`src/rtl/alu_seq_w.sv`:
```
// Multi-cycle sequential ALU: operands arrive serially on inbus, MUL (Booth radix-2) and
// DIV (restoring) iterate once per clock, results return as one or two words on outbus.
module alu_seq_w #(
  parameter int unsigned W = 16
) (
  input  logic         clk,
  input  logic         rst,
  input  logic         start,
  input  logic [2:0]   s,
  input  logic [W-1:0] inbus,
  output logic [W-1:0] outbus,
  output logic         out_valid,
  output logic         finish,
  output logic         busy,
  output logic         negative,
  output logic         zero,
  output logic         carry,
  output logic         overflow
);

  localparam int unsigned CntW = $clog2(W) + 1;
  localparam int unsigned AccW = 2 * W + 1;
  localparam logic [CntW-1:0] CntLast = CntW'(W - 1);

  localparam logic [2:0] OpAdd = 3'b000;
  localparam logic [2:0] OpSub = 3'b001;
  localparam logic [2:0] OpMul = 3'b010;
  localparam logic [2:0] OpDiv = 3'b011;
  localparam logic [2:0] OpAnd = 3'b100;
  localparam logic [2:0] OpOr  = 3'b101;
  localparam logic [2:0] OpXor = 3'b110;
  localparam logic [2:0] OpCmp = 3'b111;

  typedef enum logic [2:0] {
    StIdle,
    StLoadA,
    StLoadB,
    StExec,
    StOutLo,
    StOutHi
  } state_e;

  state_e          state_q;
  logic [2:0]      op_q;
  logic [W-1:0]    a_q;
  logic [W-1:0]    b_q;
  logic [AccW-1:0] acc_q;
  logic [CntW-1:0] cnt_q;
  logic [W-1:0]    outbus_q;
  logic            out_valid_q;
  logic            finish_q;
  logic            busy_q;
  logic            n_q;
  logic            z_q;
  logic            c_q;
  logic            v_q;

  logic multi_cycle;
  assign multi_cycle = (op_q == OpMul) || (op_q == OpDiv);

  // Booth step: acc = {upper[W-1:0], multiplier[W-1:0], q_-1}. The add is done one bit wider
  // so that subtracting the most negative multiplicand cannot wrap before the shift.
  logic [W:0]      a_ext;
  logic [W:0]      booth_up;
  logic [W:0]      booth_sum;
  logic [AccW-1:0] booth_next;

  always_comb begin
    a_ext    = {a_q[W-1], a_q};
    booth_up = {acc_q[2*W], acc_q[2*W:W+1]};
    unique case (acc_q[1:0])
      2'b01:   booth_sum = booth_up + a_ext;
      2'b10:   booth_sum = booth_up - a_ext;
      default: booth_sum = booth_up;
    endcase
    booth_next = {booth_sum, acc_q[W:1]};
  end

  // Restoring divide step: acc = {remainder[W:0], dividend/quotient[W-1:0]}.
  logic [W:0]      rem_sh;
  logic [W:0]      b_wide;
  logic [AccW-1:0] div_next;

  always_comb begin
    rem_sh = acc_q[2*W-1:W-1];
    b_wide = {1'b0, b_q};
    if (rem_sh >= b_wide) begin
      div_next = {rem_sh - b_wide, acc_q[W-2:0], 1'b1};
    end else begin
      div_next = {rem_sh, acc_q[W-2:0], 1'b0};
    end
  end

  logic [W:0]     add_full;
  logic [W:0]     sub_full;
  logic [2*W-1:0] prod;
  logic [W-1:0]   quot;
  logic [W-1:0]   rem;
  logic [W-1:0]   flag_val;
  logic [W-1:0]   res_lo;
  logic [W-1:0]   res_hi;
  logic           flag_n;
  logic           flag_z;
  logic           flag_c;
  logic           flag_v;

  assign add_full = {1'b0, a_q} + {1'b0, b_q};
  assign sub_full = {1'b0, a_q} - {1'b0, b_q};
  assign prod     = acc_q[2*W:1];
  assign quot     = acc_q[W-1:0];
  assign rem      = acc_q[2*W-1:W];

  always_comb begin
    flag_val = '0;
    res_lo   = '0;
    res_hi   = '0;
    flag_n   = 1'b0;
    flag_z   = 1'b0;
    flag_c   = 1'b0;
    flag_v   = 1'b0;
    unique case (op_q)
      OpAdd: begin
        flag_val = add_full[W-1:0];
        res_lo   = flag_val;
        flag_c   = add_full[W];
        flag_v   = (a_q[W-1] == b_q[W-1]) && (add_full[W-1] != a_q[W-1]);
      end
      OpSub, OpCmp: begin
        flag_val = sub_full[W-1:0];
        res_lo   = (op_q == OpCmp) ? '0 : flag_val;
        flag_c   = sub_full[W];
        flag_v   = (a_q[W-1] != b_q[W-1]) && (sub_full[W-1] != a_q[W-1]);
      end
      OpMul: begin
        res_lo = prod[W-1:0];
        res_hi = prod[2*W-1:W];
        flag_n = prod[2*W-1];
        flag_z = ~|prod;
        // Fits in W signed bits only if the top W+1 bits are all sign copies.
        flag_v = ~((&prod[2*W-1:W-1]) | (~|prod[2*W-1:W-1]));
      end
      OpDiv: begin
        res_lo = quot;
        res_hi = rem;
        flag_n = quot[W-1];
        flag_z = ~|quot;
        flag_v = ~|b_q;
      end
      OpAnd: begin
        flag_val = a_q & b_q;
        res_lo   = flag_val;
      end
      OpOr: begin
        flag_val = a_q | b_q;
        res_lo   = flag_val;
      end
      OpXor: begin
        flag_val = a_q ^ b_q;
        res_lo   = flag_val;
      end
      default: ;
    endcase
    if (!multi_cycle) begin
      flag_n = flag_val[W-1];
      flag_z = ~|flag_val;
    end
  end

  always_ff @(posedge clk) begin
    if (rst) begin
      state_q     <= StIdle;
      op_q        <= '0;
      a_q         <= '0;
      b_q         <= '0;
      acc_q       <= '0;
      cnt_q       <= '0;
      outbus_q    <= '0;
      out_valid_q <= 1'b0;
      finish_q    <= 1'b0;
      busy_q      <= 1'b0;
      n_q         <= 1'b0;
      z_q         <= 1'b0;
      c_q         <= 1'b0;
      v_q         <= 1'b0;
    end else begin
      outbus_q    <= '0;
      out_valid_q <= 1'b0;
      finish_q    <= 1'b0;
      // Registered one cycle behind the state so it spans exactly t+1 .. last output word.
      busy_q      <= (state_q != StIdle);
      unique case (state_q)
        StIdle: begin
          if (start) begin
            op_q    <= s;
            n_q     <= 1'b0;
            z_q     <= 1'b0;
            c_q     <= 1'b0;
            v_q     <= 1'b0;
            state_q <= StLoadA;
          end
        end
        StLoadA: begin
          a_q     <= inbus;
          state_q <= StLoadB;
        end
        StLoadB: begin
          b_q   <= inbus;
          cnt_q <= '0;
          if (op_q == OpDiv) begin
            acc_q <= {{(W + 1){1'b0}}, a_q};
          end else begin
            acc_q <= {{W{1'b0}}, inbus, 1'b0};
          end
          state_q <= StExec;
        end
        StExec: begin
          if (multi_cycle) begin
            acc_q <= (op_q == OpMul) ? booth_next : div_next;
            cnt_q <= cnt_q + 1'b1;
            if (cnt_q == CntLast) begin
              state_q <= StOutLo;
            end
          end else begin
            state_q <= StOutLo;
          end
        end
        StOutLo: begin
          outbus_q    <= res_lo;
          out_valid_q <= 1'b1;
          finish_q    <= ~multi_cycle;
          n_q         <= flag_n;
          z_q         <= flag_z;
          c_q         <= flag_c;
          v_q         <= flag_v;
          state_q     <= multi_cycle ? StOutHi : StIdle;
        end
        StOutHi: begin
          outbus_q    <= res_hi;
          out_valid_q <= 1'b1;
          finish_q    <= 1'b1;
          state_q     <= StIdle;
        end
        default: state_q <= StIdle;
      endcase
    end
  end

  assign outbus    = outbus_q;
  assign out_valid = out_valid_q;
  assign finish    = finish_q;
  assign busy      = busy_q;
  assign negative  = n_q;
  assign zero      = z_q;
  assign carry     = c_q;
  assign overflow  = v_q;

endmodule

```
`config.mk`:
```
export PLATFORM = sky130hd
export DESIGN_NAME = alu_seq_w
export DESIGN_NICKNAME = d
export VERILOG_FILES = /design/src/rtl/alu_seq_w.sv
export SDC_FILE = /design/constraint.sdc
export NUM_CORES = 1
export LEC_CHECK = 0
export ABC_AREA = 1
export CAP_MARGIN = 10
export CORE_UTILIZATION = 30
export CTS_CLUSTER_SIZE = 25
export DETAILED_ROUTE_END_ITERATION = 8
export GPL_ROUTABILITY_DRIVEN = 0
export PLACE_DENSITY = 0.48
export SLEW_MARGIN = 20
export SYNTH_ARGS = -nofsm -noshare
export SYNTH_HDL_FRONTEND = slang
export SYNTH_SLANG_ARGS = --single-unit
export TNS_END_PERCENT = 100
```
`constraint.sdc`:
```
create_clock -name clk -period 6.5 [get_ports clk]
set_clock_uncertainty 0.2 [all_clocks]
set_input_delay 0.975 -clock clk [delete_from_list [all_inputs] [get_ports clk]]
set_output_delay 0.975 -clock clk [all_outputs]
set_load 0.05 [all_outputs]
```
; ---- Word level (Yosys, flattened, before mapping)
; Index checks and enable logic that the tools add are counted.
[totals]
ff_bits = 99
input_bits = 22
output_inout_bits = 23
wordCells = 108
[op_classes]
addsub = 6
n_lt_le_gt_ge = 1
eq_ne = 23
mux = 31
bitwise_logic = 6
reduce_logical = 26
[ops]
columns = operator, count
row1 = 16-bit case mux with 7 select lines, 1
row2 = 33-bit 2-to-1 mux, 3
row3 = 16-bit case mux with 5 select lines, 1
row4 = 33-bit case mux with 2 select lines, 1
row5 = 16-bit case mux with 2 select lines, 2
row6 = 16-bit OR reduction, 3
row7 = 16-bit by 16-bit adder with 17-bit output, 2
row8 = 17-bit case mux with 2 select lines, 1
row9 = 16-bit by 16-bit subtractor with 17-bit output, 2
row10 = 32-bit OR reduction, 1
row11 = 3-bit == test (second input constant), 6
row12 = 17-bit by 16-bit >= comparator with 1-bit output, 1
row13 = 17-bit 2-to-1 mux, 1
row14 = 17-bit AND reduction, 1
row15 = 17-bit OR reduction, 1
row16 = 17-bit by 16-bit subtractor with 17-bit output, 1
row17 = 16-bit bitwise AND, 1
row18 = 16-bit 2-to-1 mux, 1
row19 = 16-bit bitwise OR, 1
row20 = 1-bit case mux with 2 select lines, 8
row21 = 16-bit XOR, 1
row22 = 3-bit case mux with 5 select lines, 1
row23 = 3-bit by 2-bit == test with 1-bit output (second input constant), 4
row24 = 3-bit 2-to-1 mux, 4
row25 = other kinds (25), 44

; ---- Depth between registers and ports, before layout
[logic_depth]
ltp_word = 7
depth_mapped = 24
depth_no_buf = 24

; ---- Worst setup path before layout
; OpenSTA, ideal clock, no wires.
[synth_path]
kind = register -> register
startpoint = register a_q[1]
endpoint = register acc_q[32]
t_arrival_ns = 2.834
t_required_ns = 6.168
path_slack_ns = 3.334
path_stages_with_launch = 21
path_buffers = 0
period_less_slack_ns = 3.166
path_cell_list = dfxtp_1 inv_1 ha_1 inv_1 nor2_1 nand2_1 nor2_1 nand3_1 o31ai_1 o21ai_0 xor2_1 ha_1 inv_1 nor3_1 nand3_1 nand3_1 nand3_1 nand3_1 nand2_1 nand3b_1 a21oi_1
[synth_between]
elab_chain_len = 5
[synth_lines]
columns = item, line
row1 = "start, declared", 45  ; logic [W-1:0] a_q;
row2 = "start signal, assigned", 203  ; a_q <= inbus;
row3 = 16-bit by 16-bit subtractor with 17-bit output / 16-bit by 16-bit adder with 17-bit output (equally long branches), "73, 72"
row4 = 17-bit case mux with 2 select lines (*), 71  ; unique case (acc_q[1:0])
row5 = 33-bit 2-to-1 mux (*), 218  ; acc_q <= (op_q == OpMul) ? booth_next : div_next;
row6 = 33-bit 2-to-1 mux (*), 217  ; if (multi_cycle) begin
row7 = 33-bit case mux with 2 select lines (*), 191  ; unique case (state_q)
row8 = "end signal, assigned", 210  ; acc_q <= {{(W + 1){1'b0}}, a_q};
row9 = "end signal, assigned", 212  ; acc_q <= {{W{1'b0}}, inbus, 1'b0};
row10 = "end signal, assigned", 218
row11 = "end, declared", 47  ; logic [AccW-1:0] acc_q;
; Every way passes the cells marked *; elsewhere a longest branch is shown, timed or not. The select of a mux whose other input is x is not followed.
; A chain may end at the register's enable or synchronous reset.

; ---- Final worst setup path
; Same ends and word-level chain as after synthesis.

==> flow_summary_export.csv <==
group,metric,value,unit
floorplanning,num_io_pins,45,
drt,route.detailed.vias_per_inst,5.46,
sta,timing_worst_slew_pin_value,1.01,ns
grt,grt_overflow,0,
synthesis,ys_warn_count,0,
drt,drcViolationCount,0,
cells_and_area,layout-area-overhead-vs-synth,10.5,%
cells_and_area,multi_input_area,6870,µm²
placement,post-dp-hpwl,34800,µm
placement,io_buffers,44,
synthesis,postSynthCellCount,1623,
worst_setup_path,worst_r2r_startpoint,"a_q[1]",
sta,maxSlewHeadroom,0.316,
grt,vias_in_the_first_global_route,10500,
synthesis,ys_dominant_reg_cell,"sky130_fd_sc_hd__dfxtp_1",
synthesis,postSynth.asyncResetShare,0,
clock_network,cts.reportedPaths.clkPinSlew,0.08,ns
drt,drt-pass1-iter-count,8,
synthesis,synth.avg_cell_area,6.14,µm²
power_and_ir_drop,ir_drop,124,µV
drt,postRouteAntennaNets,0,
worst_setup_path,timing.critical_path.mode_cell,"sky130_fd_sc_hd__nand3_1",
drt,finalWirelength,43400,µm
synthesis,post-synth-top-area-fraction,0.199,
clock_network,cts_tree,"yes",
clock_network,postCtsSetupRepairBufs,0,
worst_setup_path,worstSetupStartpoint,"a_q[1]",
synthesis,synth_fp_nets,1735,
synthesis,synth.yosys.seq_area_share,0.199,
clock_network,ctsHtreeMaxLevel,3,
worst_setup_path,critPathRequiredTime,6.52,ns
sta,fmax,269,MHz
synthesis,post_synth_instance_area,9970,µm²
floorplanning,die_height,184,µm
sta,grt_setup_unrepaired,"false",
cells_and_area,num_antenna_cells,0,
synthesis,synth-edff-count,0,
clock_network,master_cell_of_the_clock_root_buffer,"sky130_fd_sc_hd__clkbuf_16",
worst_setup_path,critPathSlowestCell,"sky130_fd_sc_hd__dfxtp_1",
flow_run,maxCapViolations,0,
cells_and_area,mostFrequentLayoutCells,"357 x sky130_fd_sc_hd__nand2_1, 197 x sky130_fd_sc_hd__inv_1, 185 x sky130_fd_sc_hd__a21oi_1",
sta,number_of_failing_setup_endpoints_in_the_final_timing_report,0,
min_path,holdCritPathClass,"flop to flop",
synthesis,post_synth_num_cell_types,51,
drt,drtIter0Drc,1132,
cells_and_area,fill_cells,3690,
floorplanning,placementRows,66,
sta,hold_ws,0.273,ns
clock_network,tritoncts.num_buffers,9,
grt,first_pass_grt_wire_length,65100,µm
worst_setup_path,crit_type,"flop to flop",
grt,grt_util_all_layers,0.257,
power_and_ir_drop,total_leakage_power,4.85,nW
sta,final.min_clock_period,3.72,ns
grt,grt.met1_usage,0.361,
min_path,worst_hold_startpoint,"overflow",
power_and_ir_drop,design_power_total,0.00303,W
drt,detail_route.wl_per_cell,21.0,µm
worst_setup_path,worstPathMaxFanout,7,
worst_setup_path,crit_path_start_kind,"flop",
sta,hold_viol_final,0,
cells_and_area,final_layout_size_suffix_gt1_frac,0.0376,
cells_and_area,leading_cell_type_in_the_layout_fill_and_taps_excluded,"sky130_fd_sc_hd__nand2_1",
sta,timing.final.crit_share,0.572,
sta,post-route-worst-setup-slack,2.78,ns
clock_network,postCtsHoldBufs,0,
worst_setup_path,cp-end-kind,"flop",
sta,setup_tns_final,0,ns
grt,grt_util_met3,0.0233,
clock_network,clock_insertion_delay_worst_skew,0.36,ns
grt,grt_max_degree,57,
run_status,result_of_the_run,"finished clean",
cells_and_area,regArea,1980,µm²
clock_network,cts.sink_count,99,
clock_network,postCtsResizedCells,0,
clock_network,cts_buffer_depth,2,
floorplanning,core_region_area,32600,µm²
worst_setup_path,cpPeakStageDelay,0.35,ns
grt,gr-usage-met2,0.412,
worst_setup_path,crit_chain,"inv_1 -> ha_1 -> inv_1 -> nor2_1 -> nand2_1 -> nor2_1 -> nand3_1 -> o31ai_1 -> o21ai_0 -> xor2_1 -> ha_1 -> inv_1 -> nor3_1 -> nand3_1 -> nand3_1 -> nand3_1 -> nand3_1 -> nand2_1 -> nand3b_1 -> a21oi_1",
floorplanning,floorplan.initialDensity,0.306,
floorplanning,dieWidth,184,µm
grt,grt-busiest-layer,"met2",
placement,cell_area_after_placement,10700,µm²
grt,antenna_found_initial,0,
placement,dp_worst_setup_slack,2.81,ns
synthesis,ys_ff_latch,99,
power_and_ir_drop,p_per_area,275,nW/µm²
cells_and_area,finalInstanceArea,11000,µm²
cells_and_area,design.final.nets,1728,
floorplanning,floorplan.die_area,34000,µm²
worst_setup_path,critPathTopFamily,"simple AND/OR/NAND/NOR gates",
synthesis,synthTopCellsByArea,"sky130_fd_sc_hd__dfxtp_1 20%, sky130_fd_sc_hd__nand2_1 13%, sky130_fd_sc_hd__ha_1 11%",
sta,maxSlewViolCount,0,
worst_setup_path,arrival_time_at_the_worst_endpoint,3.74,ns
worst_setup_path,critical_path_buf_inv_count,3,
drt,dr_total_vias,11300,
synthesis,synthDominantAreaCellType,"sky130_fd_sc_hd__dfxtp_1",
-- worst reg2reg max path, cell delays in order (launching register included) --
cell and delay [ns]:
sky130_fd_sc_hd__dfxtp_1 0.35, sky130_fd_sc_hd__inv_1 0.23, sky130_fd_sc_hd__ha_1 0.23, sky130_fd_sc_hd__inv_1 0.04, sky130_fd_sc_hd__nor2_1 0.11, sky130_fd_sc_hd__nand2_1 0.08
sky130_fd_sc_hd__nor2_1 0.17, sky130_fd_sc_hd__nand3_1 0.19, sky130_fd_sc_hd__o31ai_1 0.34, sky130_fd_sc_hd__o21ai_0 0.18, sky130_fd_sc_hd__xor2_1 0.19, sky130_fd_sc_hd__ha_1 0.32
sky130_fd_sc_hd__inv_1 0.08, sky130_fd_sc_hd__nor3_1 0.25, sky130_fd_sc_hd__nand3_1 0.12, sky130_fd_sc_hd__nand3_1 0.11, sky130_fd_sc_hd__nand3_1 0.08, sky130_fd_sc_hd__nand3_1 0.09
sky130_fd_sc_hd__nand2_1 0.07, sky130_fd_sc_hd__nand3b_1 0.09, sky130_fd_sc_hd__a21oi_1 0.06
-- cell families after synthesis --
kind of cell    Yosys count  share of synthesized area
compound gates          425                      0.238
buf+inv                 283                      0.114
fa+ha+maj                90                      0.116
simple gates            693                      0.304
flops                    99                      0.199
xor+xnor                 33                     0.0290
-- metal layers --
metal / vias up / routed length (µm)
li1: 5469 / -
met1: 5331 / 20000
met2: 415 / 19400
met3: 45 / 2850
met4: 0 / 1160
met5: - / 0
-- synthesized netlist by cell type, types with 2 or more instances --
cell type,n
sky130_fd_sc_hd__nand2_1,357
sky130_fd_sc_hd__inv_1,198
sky130_fd_sc_hd__a21oi_1,185
sky130_fd_sc_hd__o21ai_0,136
sky130_fd_sc_hd__nand3_1,120
sky130_fd_sc_hd__nor2_1,111
sky130_fd_sc_hd__dfxtp_1,99
sky130_fd_sc_hd__ha_1,86
sky130_fd_sc_hd__nand4_1,44
sky130_fd_sc_hd__clkbuf_1,38
sky130_fd_sc_hd__o211ai_1,28
sky130_fd_sc_hd__xor2_1,26
sky130_fd_sc_hd__nor3_1,21
sky130_fd_sc_hd__buf_2,20
sky130_fd_sc_hd__o22ai_1,18
sky130_fd_sc_hd__o21ai_1,12
sky130_fd_sc_hd__nor4_1,11
sky130_fd_sc_hd__a31oi_1,9
sky130_fd_sc_hd__inv_2,9
sky130_fd_sc_hd__nand3b_1,9
sky130_fd_sc_hd__xnor2_1,7
sky130_fd_sc_hd__buf_4,6
sky130_fd_sc_hd__o31ai_1,6
sky130_fd_sc_hd__a211oi_2,5
sky130_fd_sc_hd__a221oi_1,5
sky130_fd_sc_hd__o2111ai_1,5
sky130_fd_sc_hd__buf_6,4
sky130_fd_sc_hd__clkinv_1,4
sky130_fd_sc_hd__fa_1,4
sky130_fd_sc_hd__nor2_2,4
sky130_fd_sc_hd__o21bai_1,4
sky130_fd_sc_hd__or2_2,4
sky130_fd_sc_hd__buf_1,3
sky130_fd_sc_hd__a211oi_1,2
sky130_fd_sc_hd__a21o_1,2
sky130_fd_sc_hd__and2_1,2
sky130_fd_sc_hd__nand2_2,2
sky130_fd_sc_hd__nand3_2,2
sky130_fd_sc_hd__o21a_1,2
sky130_fd_sc_hd__o221ai_1,2
-- worst paths after layout --
check	end	slack (ns)	cells after the start
setup / recovery	acc_q[32]	2.78	20
hold / removal	overflow	0.27	2
setup reg to reg	acc_q[32]	2.78	20
hold reg to reg	overflow	0.27	2
-- metrics by stage --
step | std cells | util
global route | 2063 | 0.338
finish | 2063 | 0.338
detailed placement | 2047 | 0.328
floorplan | 1623 | -
CTS | 2063 | 0.337
global placement | 2047 | 0.328
-- report_power, final --
group / switching, W / internal, W / total [W]
Sequential: 0.0000728 / 0.000657 / 0.000730
Combinational: 0.00121 / 0.000516 / 0.00173
Clock: 0.000291 / 0.000284 / 0.000575
-- sequential cells by signal, indices dropped and copies added, names as in the netlist, 3 cells and up --
name / flops
acc_q: 33
a_q: 16
b_q: 16
outbus: 16
cnt_q: 5
op_q: 3
state_q: 3
-- cell type report --
class / count / share of cell area
multi-input cells: 1241 / 0.624
flip-flops and latches: 99 / 0.180
well taps: 442 / 0.0502
clock buffers: 10 / 0.0217
repair buffers: 54 / 0.0464
inverters: 211 / 0.0719
clock inverters: 6 / 0.00568
No activity file was read; power rests on OpenSTA's default activity.
